### src/rtl/sync_down_timer.sv
// Programmable synchronous down counter/timer: counts a reload value down to zero,
// pulses tc for one cycle on expiry, then either reloads or parks in DONE.
module sync_down_timer #(
    parameter int unsigned WIDTH = 4
) (
    input  logic             clk,
    input  logic             rst,
    input  logic             load,
    input  logic [WIDTH-1:0] load_val,
    input  logic             start,
    input  logic             en,
    input  logic             auto_reload,
    output logic [WIDTH-1:0] Q,
    output logic             busy,
    output logic             tc,
    output logic             done
);

    localparam logic [1:0] IDLE = 2'd0;
    localparam logic [1:0] RUN  = 2'd1;
    localparam logic [1:0] DONE = 2'd2;

    logic [1:0]       state;
    logic [WIDTH-1:0] reload;

    always_ff @(posedge clk) begin
        if (!rst) begin
            state  <= IDLE;
            Q      <= '1;
            reload <= '1;
            tc     <= 1'b0;
        end else if (load) begin
            reload <= load_val;
            Q      <= load_val;
            state  <= IDLE;
            tc     <= 1'b0;
        end else if (start) begin
            Q     <= reload;
            state <= RUN;
            tc    <= 1'b0;
        end else begin
            tc <= 1'b0;
            case (state)
                RUN: begin
                    if (en) begin
                        if (Q != '0) begin
                            Q <= Q - WIDTH'(1);
                        end else begin
                            // Expiry edge: auto_reload is only looked at here.
                            tc <= 1'b1;
                            if (auto_reload) begin
                                Q <= reload;
                            end else begin
                                state <= DONE;
                            end
                        end
                    end
                end
                IDLE, DONE: begin
                end
                default: begin
                    state <= IDLE;
                end
            endcase
        end
    end

    // Pure decodes of the state register, so no input reaches an output combinationally.
    assign busy = (state == RUN);
    assign done = (state == DONE);

endmodule

### config.mk
export PLATFORM = sky130hd
export DESIGN_NAME = sync_down_timer
export DESIGN_NICKNAME = d
export VERILOG_FILES = /design/src/rtl/sync_down_timer.sv
export SDC_FILE = /design/constraint.sdc
export NUM_CORES = 1
export LEC_CHECK = 0
export CORE_UTILIZATION = 35
export CTS_CLUSTER_DIAMETER = 50
export DETAILED_ROUTE_END_ITERATION = 16
export PLACE_DENSITY_LB_ADDON = 0.12
export SKIP_LAST_GASP = 1
export SYNTH_ARGS = -nofsm -noshare
export SYNTH_HDL_FRONTEND = slang
export SYNTH_SLANG_ARGS = --single-unit
### constraint.sdc
create_clock -name clk -period 4.9 [get_ports clk]
set_clock_uncertainty 0.05 [all_clocks]
set_input_delay 0.49 -clock clk [delete_from_list [all_inputs] [get_ports clk]]
set_output_delay 0.49 -clock clk [all_outputs]
set_load 0.01 [all_outputs]
==> results of run 1 <==
## sequential cells by signal (all words and copies together), names as in the netlist
| register | flops |
|---|---|
| Q | 4 |
| reload | 4 |
| state | 2 |
| tc | 1 |
## stage by stage
step	util, %	setup WS, ns
final	50.4	2.84
after detailed placement	48.7	2.61
after global placement	48.7	2.61
after CTS	50.4	2.85
after floorplan	-	3.05
after global routing	50.4	2.75
## how the worst max path moves through the flow
stage | startpoint | end | slack (ns)
floorplan | Q[0] | Q[2] | 3.05
global placement | load | Q[1] | 2.61
detailed placement | load | Q[1] | 2.61
CTS | Q[0] | Q[0] | 2.85
global route | Q[0] | Q[0] | 2.75
finish | Q[0] | Q[0] | 2.84
## synthesized netlist by cell type (2+ instances only)
master / n / share of area (%)
sky130_fd_sc_hd__nand2_1: 4 / 2.5
sky130_fd_sc_hd__inv_1: 4 / 2.5
sky130_fd_sc_hd__nor2_1: 9 / 5.7
sky130_fd_sc_hd__dfxtp_1: 11 / 37
sky130_fd_sc_hd__o21ai_0: 5 / 4.2
sky130_fd_sc_hd__a21oi_1: 5 / 4.2
sky130_fd_sc_hd__o311ai_0: 2 / 3.0
sky130_fd_sc_hd__nor3b_1: 2 / 2.5
sky130_fd_sc_hd__nor2b_1: 4 / 4.2
## layout make-up
| class | count | share of cell area [%] |
|---|---|---|
| clock buffer | 4 | 3.38 |
| timing repair buffer | 16 | 20.6 |
| multi-input combinational | 53 | 43.2 |
| sequential | 11 | 28.3 |
| inverter | 4 | 1.93 |
| tap | 16 | 2.58 |
## cell families (layout without fill, tap and decap cells)
kind of cell / Yosys count / in the layout / synth area share, %
buffers and inverters: 7 / 24 / 6.13
AO/OA/AOI/OAI: 23 / 23 / 25.8
flip-flops: 11 / 11 / 37.2
AND/OR/NAND/NOR: 29 / 29 / 28.8
adder cells (fa/ha/maj): 1 / 1 / 2.11
## worst min-delay path: cells and delay by family, from the launching register on
kind	cells	cell delay [ns]
flops	1	0.30
buf+inv	1	0.06
compound gates	1	0.06
## report_power, final
group | leakage [nW] | internal, mW | total (mW) | switching [mW]
clock | 0.0150 | 0.0315 | 0.0631 | 0.0315
sequential | 0.0910 | 0.0947 | 0.0997 | 0.00491
combinational | 0.193 | 0.0207 | 0.0374 | 0.0167
## per-layer routing
layer / part of all wire [%] / wire length (µm)
met5: 0 / 0
met4: 1.0 / 13
met3: 5.6 / 73
met2: 43 / 562
met1: 50 / 647
==> Implementation_results.wiki, run 1 <==
{| class="wikitable"
! Metric !! Value
|-
| Final max-slew violation count || 0
|-
| EDFF count, synth || 0
|-
| CTS hold repair buffers || 0
|-
| Worst IR drop on VDD || 0.220 mV
|-
| Area occupied by registers || ~220 µm²
|-
| Via count || between 500 and 600
|-
| Initial cell density of the core || a little under two fifths
|-
| Dominant register cell in the synthesized netlist || sky130_fd_sc_hd__dfxtp_1
|-
| Fill count || between 150 and 200
|-
| Die X || 43.1 µm
|-
| Crit end category || flip-flop
|-
| F_max || 486 MHz
|-
| Detailed-placement wirelength estimate || 899 µm
|-
| Last weighted congestion value of the routability-driven placer || about 0.73
|-
| Residual DRC count || 0
|-
| Most common library cell in the layout ignoring fill and taps || sky130_fd_sc_hd__clkdlybuf4s50_1
|-
| Nets || 100
|-
| Layout overhead on the synthesized area || 31.3%
|-
| Number of buffers inserted during clock tree synthesis || 3
|-
| Met1 track demand over resource || about a fifth
|-
| Clock tree from TritonCTS || done
|-
| Final-report setup violation count || 0
|-
| Cell chain of the critical path || inv_1 > ha_1 > or4b_4 > a211oi_1 > o311ai_0
|-
| Crit Reg-Reg Endpoint || Q[0]
|-
| Design Area, Final || ~780 µm²
|-
| Via density || approximately 5.5
|-
| RSZ-0062 raised after global routing || false
|-
| Crit path required time || ~5.0 ns
|-
| Static leakage || 0.299 nW
|-
| Detailed-route wire length per cell || 12.5 µm
|-
| Post-layout minimum cycle time || ~2.1 ns
|-
| Largest stage delay on the critical path || around 0.51 ns
|-
| Gate family responsible for the most delay along the worst path || compound AO/OA/AOI/OAI gates
|-
| Overall power after layout || roughly 0.20 mW
|-
| Most frequent cells in the layout || sky130_fd_sc_hd__clkdlybuf4s50_1, sky130_fd_sc_hd__dfxtp_1, sky130_fd_sc_hd__nor2_1
|-
| Number of cells in the design after placement || 100
|-
| PD cells || between 200 and 300 nW/µm²
|-
| Hold Crit Start || reload[3]
|-
| Total grt overflow || 0
|-
| Placed instance area || ~750 µm²
|-
| Maximum number of pins on one net before global-route repair || 17
|-
| Transition at the pin with the smallest max-transition slack || ~0.57 ns
|-
| Number of global-route vias before repair || 524
|-
| Die Area || between 1500 and 2000 µm²
|-
| Critical path buffers and inverters || 1
|-
| CP startpoint kind || flip-flop
|-
| Area of the multi-input gates || 335 µm²
|-
| Antenna diode instance count || 0
|-
| Resized cells post-CTS || 0
|-
| Period utilisation layout || between 40% and 50%
|-
| Iteration-0 DRC count of the detailed router || 1
|-
| Row Count || 14
|-
| Wire length of the first global-routing pass || between 2 and 2.5 mm
|-
| Depth of the most critical reg-to-reg path || 5
|-
| Post-synth ARST share || 0%
|-
| Min-delay worst type || flip-flop to flip-flop
|-
| Type of the worst setup path || flip-flop to flip-flop
|-
| Overall routing resource usage || about 16%
|-
| Vertical die dimension || ~43 µm
|-
| Yosys Warn Count || 0
|-
| Detailed-route wire length || ~1.3 mm
|-
| Max transition margin || between 60% and 70%
|-
| Post-synthesis register bit count || 11
|-
| Net count after synthesis || 82
|-
| Distinct cell type count of the synthesized netlist || 34
|-
| Global-route layer with the greatest usage || met2
|-
| Critical Path Stages || 5
|-
| Number of buffer cells added on primary ports || 16
|-
| Clock sink total || 11
|-
| Hold Fails Final Rpt || 0
|-
| Cell count of the worst hold path || 2
|-
| Critical-path cell with the highest stage delay || sky130_fd_sc_hd__or4b_4
|-
| Top-Level Pins || 17
|-
| Share of post-route cells with drive strength above 1 || between 7 and 8%
|-
| Sequential cell area fraction in the yosys report || 37.2%
|-
| Count of nets left with antenna violations after detail routing || 0
|-
| Final-layout worst hold slack || 0.415 ns
|-
| Reg2Reg Setup Slack || 2.84 ns
|-
| Number of non-filler instances in the completed layout || ~100
|-
| Met2 demand-to-capacity share in global routing || between 20% and 30%
|-
| Clk buf depth || 2
|-
| Max Cap Violations || 0
|-
| Core Footprint || 1540 µm²
|-
| Hold EP || reload[3]
|-
| Crit path max fanout || 7
|-
| Arr. time, crit path || about 2.1 ns
|-
| Cell area after synthesis || around 600 µm²
|-
| Worst r2r src || Q[0]
|-
| Clock slew at the register clock pins of the worst setup and hold paths || around 0.080 ns
|-
| Result of the run || finished clean
|-
| CTS H-Tree Depth || 1
|-
| Number of antenna violations at the first check in global routing || 0
|-
| First-pass iteration count of the detailed router || 2
|-
| Post-Route Setup TNS || 0 ns
|-
| Insertion delay of the later-clocked pin in the worst-skew pair || ~0.27 ns
|-
| Cell at the root of the clock tree || sky130_fd_sc_hd__clkbuf_4
|-
| Met3 track demand over resource || under 10%
|-
| Setup repair bufs after CTS || 0
|-
| Avg Synthesized Cell Area || 8.34 µm²
|-
| Synthesized instance count || ~70
|}
Power figures use the tool's default switching activity.
==> run 2: changes to the inputs <==
==> constraint.sdc (replaced) <==
create_clock -name clk -period 1.8 [get_ports clk]
set_clock_uncertainty 0.05 [all_clocks]
set_input_delay 0.18 -clock clk [delete_from_list [all_inputs] [get_ports clk]]
set_output_delay 0.18 -clock clk [all_outputs]
set_load 0.01 [all_outputs]
==> Implementation_results.wiki, run 2 (synthesized netlist as in run 1, its figures left out) <==
{| class="wikitable"
! Metric !! Value
|-
| Hold Fails Final Rpt || 0
|-
| Arr. time, crit path || between 1.5 and 2 ns
|-
| Overall routing resource usage || about 17%
|-
| Residual DRC count || 0
|-
| Crit path max fanout || 3
|-
| Hold EP || reload[3]
|-
| Result of the run || finished clean
|-
| Detailed-route wire length || roughly 1.4 mm
|-
| Area occupied by registers || roughly 220 µm²
|-
| Net switching power of the design || about 0.16 mW
|-
| Detailed-placement wirelength estimate || 1.10 mm
|-
| Switching Share || between 20% and 30%
|-
| Max Cap Violations || 0
|-
| Clk buf depth || 2
|-
| Worst r2r src || Q[1]
|-
| Max transition margin || roughly 65%
|-
| Post-layout minimum cycle time || approximately 1.8 ns
|-
| Portion of total power attributed to sequential cells || between 40% and 50%
|-
| Last weighted congestion value of the routability-driven placer || ~0.8
|-
| Number of buffers inserted during clock tree synthesis || 3
|-
| Clock slew at the register clock pins of the worst setup and hold paths || approximately 0.08 ns
|-
| Cell count of the worst hold path || 2
|-
| Most common library cell in the layout ignoring fill and taps || sky130_fd_sc_hd__clkdlybuf4s50_1
|-
| Static leakage || roughly 0.34 nW
|-
| Total grt overflow || 0
|-
| Type of the worst setup path || flip-flop to flip-flop
|-
| Cell at the root of the clock tree || sky130_fd_sc_hd__clkbuf_4
|-
| Final core utilization || a little under three fifths
|-
| F_max || between 500 and 600 MHz
|-
| Worst IR drop on VDD || slightly above 0.5 mV
|-
| Maximum number of pins on one net before global-route repair || 16
|-
| Hold Crit Start || reload[3]
|-
| Die X || between 40 and 50 µm
|-
| Clock sink total || 11
|-
| Nets || around 110
|-
| Wire length of the first global-routing pass || about 2.4 mm
|-
| Min-delay worst type || flip-flop to flip-flop
|-
| Most frequent cells in the layout || sky130_fd_sc_hd__clkdlybuf4s50_1, sky130_fd_sc_hd__dfxtp_1, sky130_fd_sc_hd__nor2_1, sky130_fd_sc_hd__buf_4
|-
| RSZ-0062 raised after global routing || true
|-
| Pint || 0.415 mW
|-
| Die Area || ~1900 µm²
|-
| Row Count || 14
|-
| Period utilisation layout || 97.4%
|-
| Number of cells in the design after placement || 109
|-
| Area of the multi-input gates || roughly 350 µm²
|-
| Iteration-0 DRC count of the detailed router || 8
|-
| Setup WS pre-CTS || -0.106 ns
|-
| Number of buffer cells added on primary ports || 16
|-
| Crit path required time || about 1.9 ns
|-
| Detailed-route wire length per cell || ~13 µm
|-
| Overall power after layout || between 0.5 and 0.6 mW
|-
| Top-Level Pins || 17
|-
| Clock Power Share || 30.4%
|-
| Via density || between 5 and 6
|-
| Crit end category || flip-flop
|-
| Logic pwr share || between 20% and 30%
|-
| PD cells || about 670 nW/µm²
|-
| CP startpoint kind || flip-flop
|-
| CTS hold repair buffers || 0
|-
| Share of post-route cells with drive strength above 1 || a little over a fifth
|-
| Setup repair bufs after CTS || 0
|-
| Antenna diode instance count || 0
|-
| Fill count || between 150 and 200
|-
| Count of nets left with antenna violations after detail routing || 0
|-
| Clock tree from TritonCTS || done
|-
| Crit Reg-Reg Endpoint || Q[2]
|-
| Via count || between 600 and 700
|-
| Registers with the most flip-flops || Q x4, reload x4, state x2
|-
| Transition at the pin with the smallest max-transition slack || between 0.5 and 0.6 ns
|-
| Layout overhead on the synthesized area || 45.9%
|-
| Depth of the most critical reg-to-reg path || 6
|-
| Vertical die dimension || around 43 µm
|-
| Number of non-filler instances in the completed layout || 113
|-
| Final-report setup violation count || 0
|-
| Core Footprint || around 1500 µm²
|-
| Min setup slack post-route || about 0.046 ns
|-
| Number of antenna violations at the first check in global routing || 0
|-
| Final max-slew violation count || 0
|-
| Reg2Reg Setup Slack || ~0.046 ns
|-
| CTS H-Tree Depth || 1
|-
| Insertion delay of the later-clocked pin in the worst-skew pair || between 0.2 and 0.3 ns
|-
| Number of global-route vias before repair || between 500 and 600
|-
| Initial cell density of the core || between 30% and 40%
|-
| First-pass iteration count of the detailed router || 4
|}
run 2: cell count changes in the layout (fill, tap and decap cells not counted):
cell	previous run	this run
sky130_fd_sc_hd__a211oi_1	1	0
sky130_fd_sc_hd__a211oi_2	0	1
sky130_fd_sc_hd__buf_4	0	9
sky130_fd_sc_hd__clkbuf_1	1	0
sky130_fd_sc_hd__clkinv_2	0	1
sky130_fd_sc_hd__ha_1	1	0
sky130_fd_sc_hd__ha_4	0	1
sky130_fd_sc_hd__inv_1	4	2
sky130_fd_sc_hd__inv_2	0	2
run 2: area by class of cell:
type	count	share of cell area, %
multi-input cells	53	40.9
repair buffers	25	26.4
flip-flops and latches	11	25.5
clock buffers	3	2.61
well taps	16	2.32
inverters	4	1.74
clock inverters	1	0.580
run 2: how the worst max path moves through the flow:
stage,from,endpoint,slack [ns],cells after the start
final,Q[1],Q[2],0.05,6
after detailed placement,auto_reload,Q[2],-0.11,5
after floorplan,Q[0],Q[2],0.03,6
after CTS,Q[1],Q[2],0.02,6
after global placement,auto_reload,Q[2],-0.07,5
after global routing,Q[1],Q[2],-0.005,6
run 2: stage by stage:
stage          hold WS, ns  setup TNS (ns)  cell area [µm²]
2_1_floorplan        0.266               0              604
3_3_place_gp         0.420          -0.139              831
3_5_place_dp         0.410          -0.260              831
4_1_cts              0.426               0              858
5_1_grt              0.469        -0.00477              863
6_report             0.426               0              863
run 2: per-layer routing:
| metal | share of wire [%] | track usage (%) | up-vias |
|---|---|---|---|
| li1 | - | - | 315 |
| met1 | 49 | 23.8 | 297 |
| met2 | 44 | 23.9 | 14 |
| met3 | 5.6 | 6.38 | 3 |
| met4 | 0.56 | 5.45 | 0 |
| met5 | 0 | 0 | - |
run 2: timing repair:
action,CTS,global route
hold endpoints to repair,0,0
gates resized for setup,0,1
endpoints found under the setup margin,0,3
run 2: power groups by stage:
stage	sequential, mW	clock, mW	combinational, mW
detailed placement	0.271	0	0.134
floorplan	0.278	0	0.0564
CTS	0.265	0.180	0.135
global placement	0.270	0	0.133
global route	0.266	0.193	0.151
finish	0.265	0.175	0.136
run 2: worst max-delay path, cell delays in order, from the launching register on:
cell	delay, ns
sky130_fd_sc_hd__dfxtp_1	0.32
sky130_fd_sc_hd__inv_2	0.07
sky130_fd_sc_hd__ha_4	0.14
sky130_fd_sc_hd__or4b_4	0.47
sky130_fd_sc_hd__a211o_1	0.31
sky130_fd_sc_hd__nor3b_1	0.20
sky130_fd_sc_hd__a41oi_1	0.06
==> run 3: changes to the inputs <==
--- a/config.mk
+++ b/config.mk
@@ -8,7 +8,7 @@
 export CORE_UTILIZATION = 35
 export CTS_CLUSTER_DIAMETER = 50
 export DETAILED_ROUTE_END_ITERATION = 16
-export PLACE_DENSITY_LB_ADDON = 0.12
+export PLACE_DENSITY = 0.74
 export SKIP_LAST_GASP = 1
 export SYNTH_ARGS = -nofsm -noshare
 export SYNTH_HDL_FRONTEND = slang
==> Implementation_results.wiki, run 3 (synthesized netlist as in run 1, its figures left out) <==
{| class="wikitable"
! Metric !! Value
|-
| Number of global-route vias before repair || just under 600
|-
| Registers with the most flip-flops || Q x4, reload x4, state x2
|-
| Initial cell density of the core || a little under two fifths
|-
| Final max-slew violation count || 0
|-
| Count of nets left with antenna violations after detail routing || 0
|-
| Wire length of the first global-routing pass || between 2 and 2.5 mm
|-
| Type of the worst setup path || flip-flop to flip-flop
|-
| First-pass iteration count of the detailed router || 4
|-
| Detailed-route wire length || ~1.4 mm
|-
| PD cells || between 600 and 700 nW/µm²
|-
| Die X || 43.1 µm
|-
| Max Cap Violations || 0
|-
| RSZ-0062 raised after global routing || true
|-
| Layout overhead on the synthesized area || 44.8%
|-
| Overall routing resource usage || between 10% and 20%
|-
| CP Launch Point || Q[0]
|-
| Setup WS pre-CTS || -0.105 ns
|-
| Worst IR drop on VDD || 0.419 mV
|-
| Row Count || 14
|-
| Iteration-0 DRC count of the detailed router || 11
|-
| Crit end category || flip-flop
|-
| Share of post-route cells with drive strength above 1 || about a fifth
|-
| Period utilisation layout || a little over nine tenths
|-
| Clock slew at the register clock pins of the worst setup and hold paths || roughly 0.070 ns
|-
| Number of buffer cells added on primary ports || 16
|-
| Most common library cell in the layout ignoring fill and taps || sky130_fd_sc_hd__clkdlybuf4s50_1
|-
| CTS hold repair buffers || 0
|-
| Max transition margin || between 50 and 60%
|-
| Number of cells in the design after placement || about 110
|-
| Cell at the root of the clock tree || sky130_fd_sc_hd__clkbuf_4
|-
| Transition at the pin with the smallest max-transition slack || 0.602 ns
|-
| Depth of the most critical reg-to-reg path || 6
|-
| Detailed-route wire length per cell || around 13 µm
|-
| Worst r2r src || Q[0]
|-
| Clock tree from TritonCTS || done
|-
| Number of antenna violations at the first check in global routing || 0
|-
| F_max || approximately 560 MHz
|-
| Hold EP || reload[3]
|-
| Most frequent cells in the layout || sky130_fd_sc_hd__clkdlybuf4s50_1, sky130_fd_sc_hd__dfxtp_1, sky130_fd_sc_hd__nor2_1, sky130_fd_sc_hd__buf_4
|-
| Last weighted congestion value of the routability-driven placer || slightly above 0.7
|-
| Arr. time, crit path || ~1.9 ns
|-
| Maximum number of pins on one net before global-route repair || 16
|-
| Min setup slack post-route || approximately 0.029 ns
|-
| Clock sink total || 11
|-
| Reg2Reg Setup Slack || 0.03 ns
|-
| Cell count of the worst hold path || 2
|-
| Top-Level Pins || 17
|-
| Crit path max fanout || 4
|-
| Total grt overflow || 0
|-
| Clk buf depth || 2
|-
| Crit path required time || between 1.5 and 2 ns
|-
| CP startpoint kind || flip-flop
|-
| CTS H-Tree Depth || 1
|-
| Via density || ~5.4
|-
| Hold Fails Final Rpt || 0
|-
| Post-layout minimum cycle time || approximately 1.8 ns
|-
| Residual DRC count || 0
|-
| Hold Crit Start || reload[3]
|-
| Vertical die dimension || ~43 µm
|-
| Core Footprint || ~1500 µm²
|-
| Insertion delay of the later-clocked pin in the worst-skew pair || between 0.2 and 0.3 ns
|-
| Nets || ~110
|-
| Overall power after layout || about 0.57 mW
|-
| Die Area || 1860 µm²
|-
| Static leakage || ~0.34 nW
|-
| Crit Reg-Reg Endpoint || Q[1]
|-
| Via count || between 600 and 700
|-
| Antenna diode instance count || 0
|-
| Number of non-filler instances in the completed layout || roughly 110
|-
| Resized cells post-CTS || 0
|-
| Final-report setup violation count || 0
|-
| Result of the run || finished clean
|-
| Final-layout worst hold slack || between 0.4 and 0.5 ns
|-
| Detailed-placement wirelength estimate || about 1.0 mm
|-
| Number of buffers inserted during clock tree synthesis || 3
|-
| Min-delay worst type || flip-flop to flip-flop
|}
-- run 3: stage by stage --
stage	cell area (µm²)	utilization [%]	setup TNS, ns
final	857	55.6	0
after detailed placement	816	52.9	-0.225
after global routing	857	55.6	-0.163
after global placement	816	52.9	-0.127
after CTS	857	55.6	0
after floorplan	604	-	0
-- run 3: worst max-delay path by stage --
stage                       to  slack, ns  cells past startpoint
after global routing      Q[1]      -0.08                      6
after CTS                 Q[1]       0.02                      6
after detailed placement  Q[1]      -0.10                      5
after global placement    Q[2]      -0.07                      5
after floorplan           Q[2]       0.03                      6
final                     Q[1]       0.03                      6
-- run 3: final cells by class --
type                       instances  area, µm²
fill                             152        684
multi-input combinational         53        348
timing repair buffer              25        228
sequential                        11        220
clock buffer                       4       26.3
tap                               16       20.0
inverter                           4       15.0
-- run 3: power by group --
part,total (mW),switching [mW],internal [mW]
sequential,0.265,0.00742,0.258
clock,0.167,0.0814,0.0855
combinational,0.133,0.0595,0.0736
-- run 3: repair_timing --
action,4_1_cts,5_1_grt
endpoints found under the setup margin,2,3
setup buffers,2,0
endpoints found under the hold margin,0,0
pin swaps,2,1
-- run 3: layer usage --
| layer | wire (µm) | vias up | track usage, % |
|---|---|---|---|
| met5 | 0 | - | 0 |
| met4 | 16 | 0 | 7.27 |
| met3 | 44 | 2 | 2.55 |
| met2 | 670 | 11 | 29.3 |
| met1 | 687 | 281 | 22.7 |
| li1 | - | 316 | - |
-- run 3: worst max-delay path: stages (launching register included) --
cell,delay (ns)
sky130_fd_sc_hd__dfxtp_1,0.32
sky130_fd_sc_hd__inv_2,0.08
sky130_fd_sc_hd__ha_4,0.15
sky130_fd_sc_hd__or4b_4,0.47
sky130_fd_sc_hd__a211o_1,0.29
sky130_fd_sc_hd__and3_1,0.17
sky130_fd_sc_hd__a32oi_1,0.15
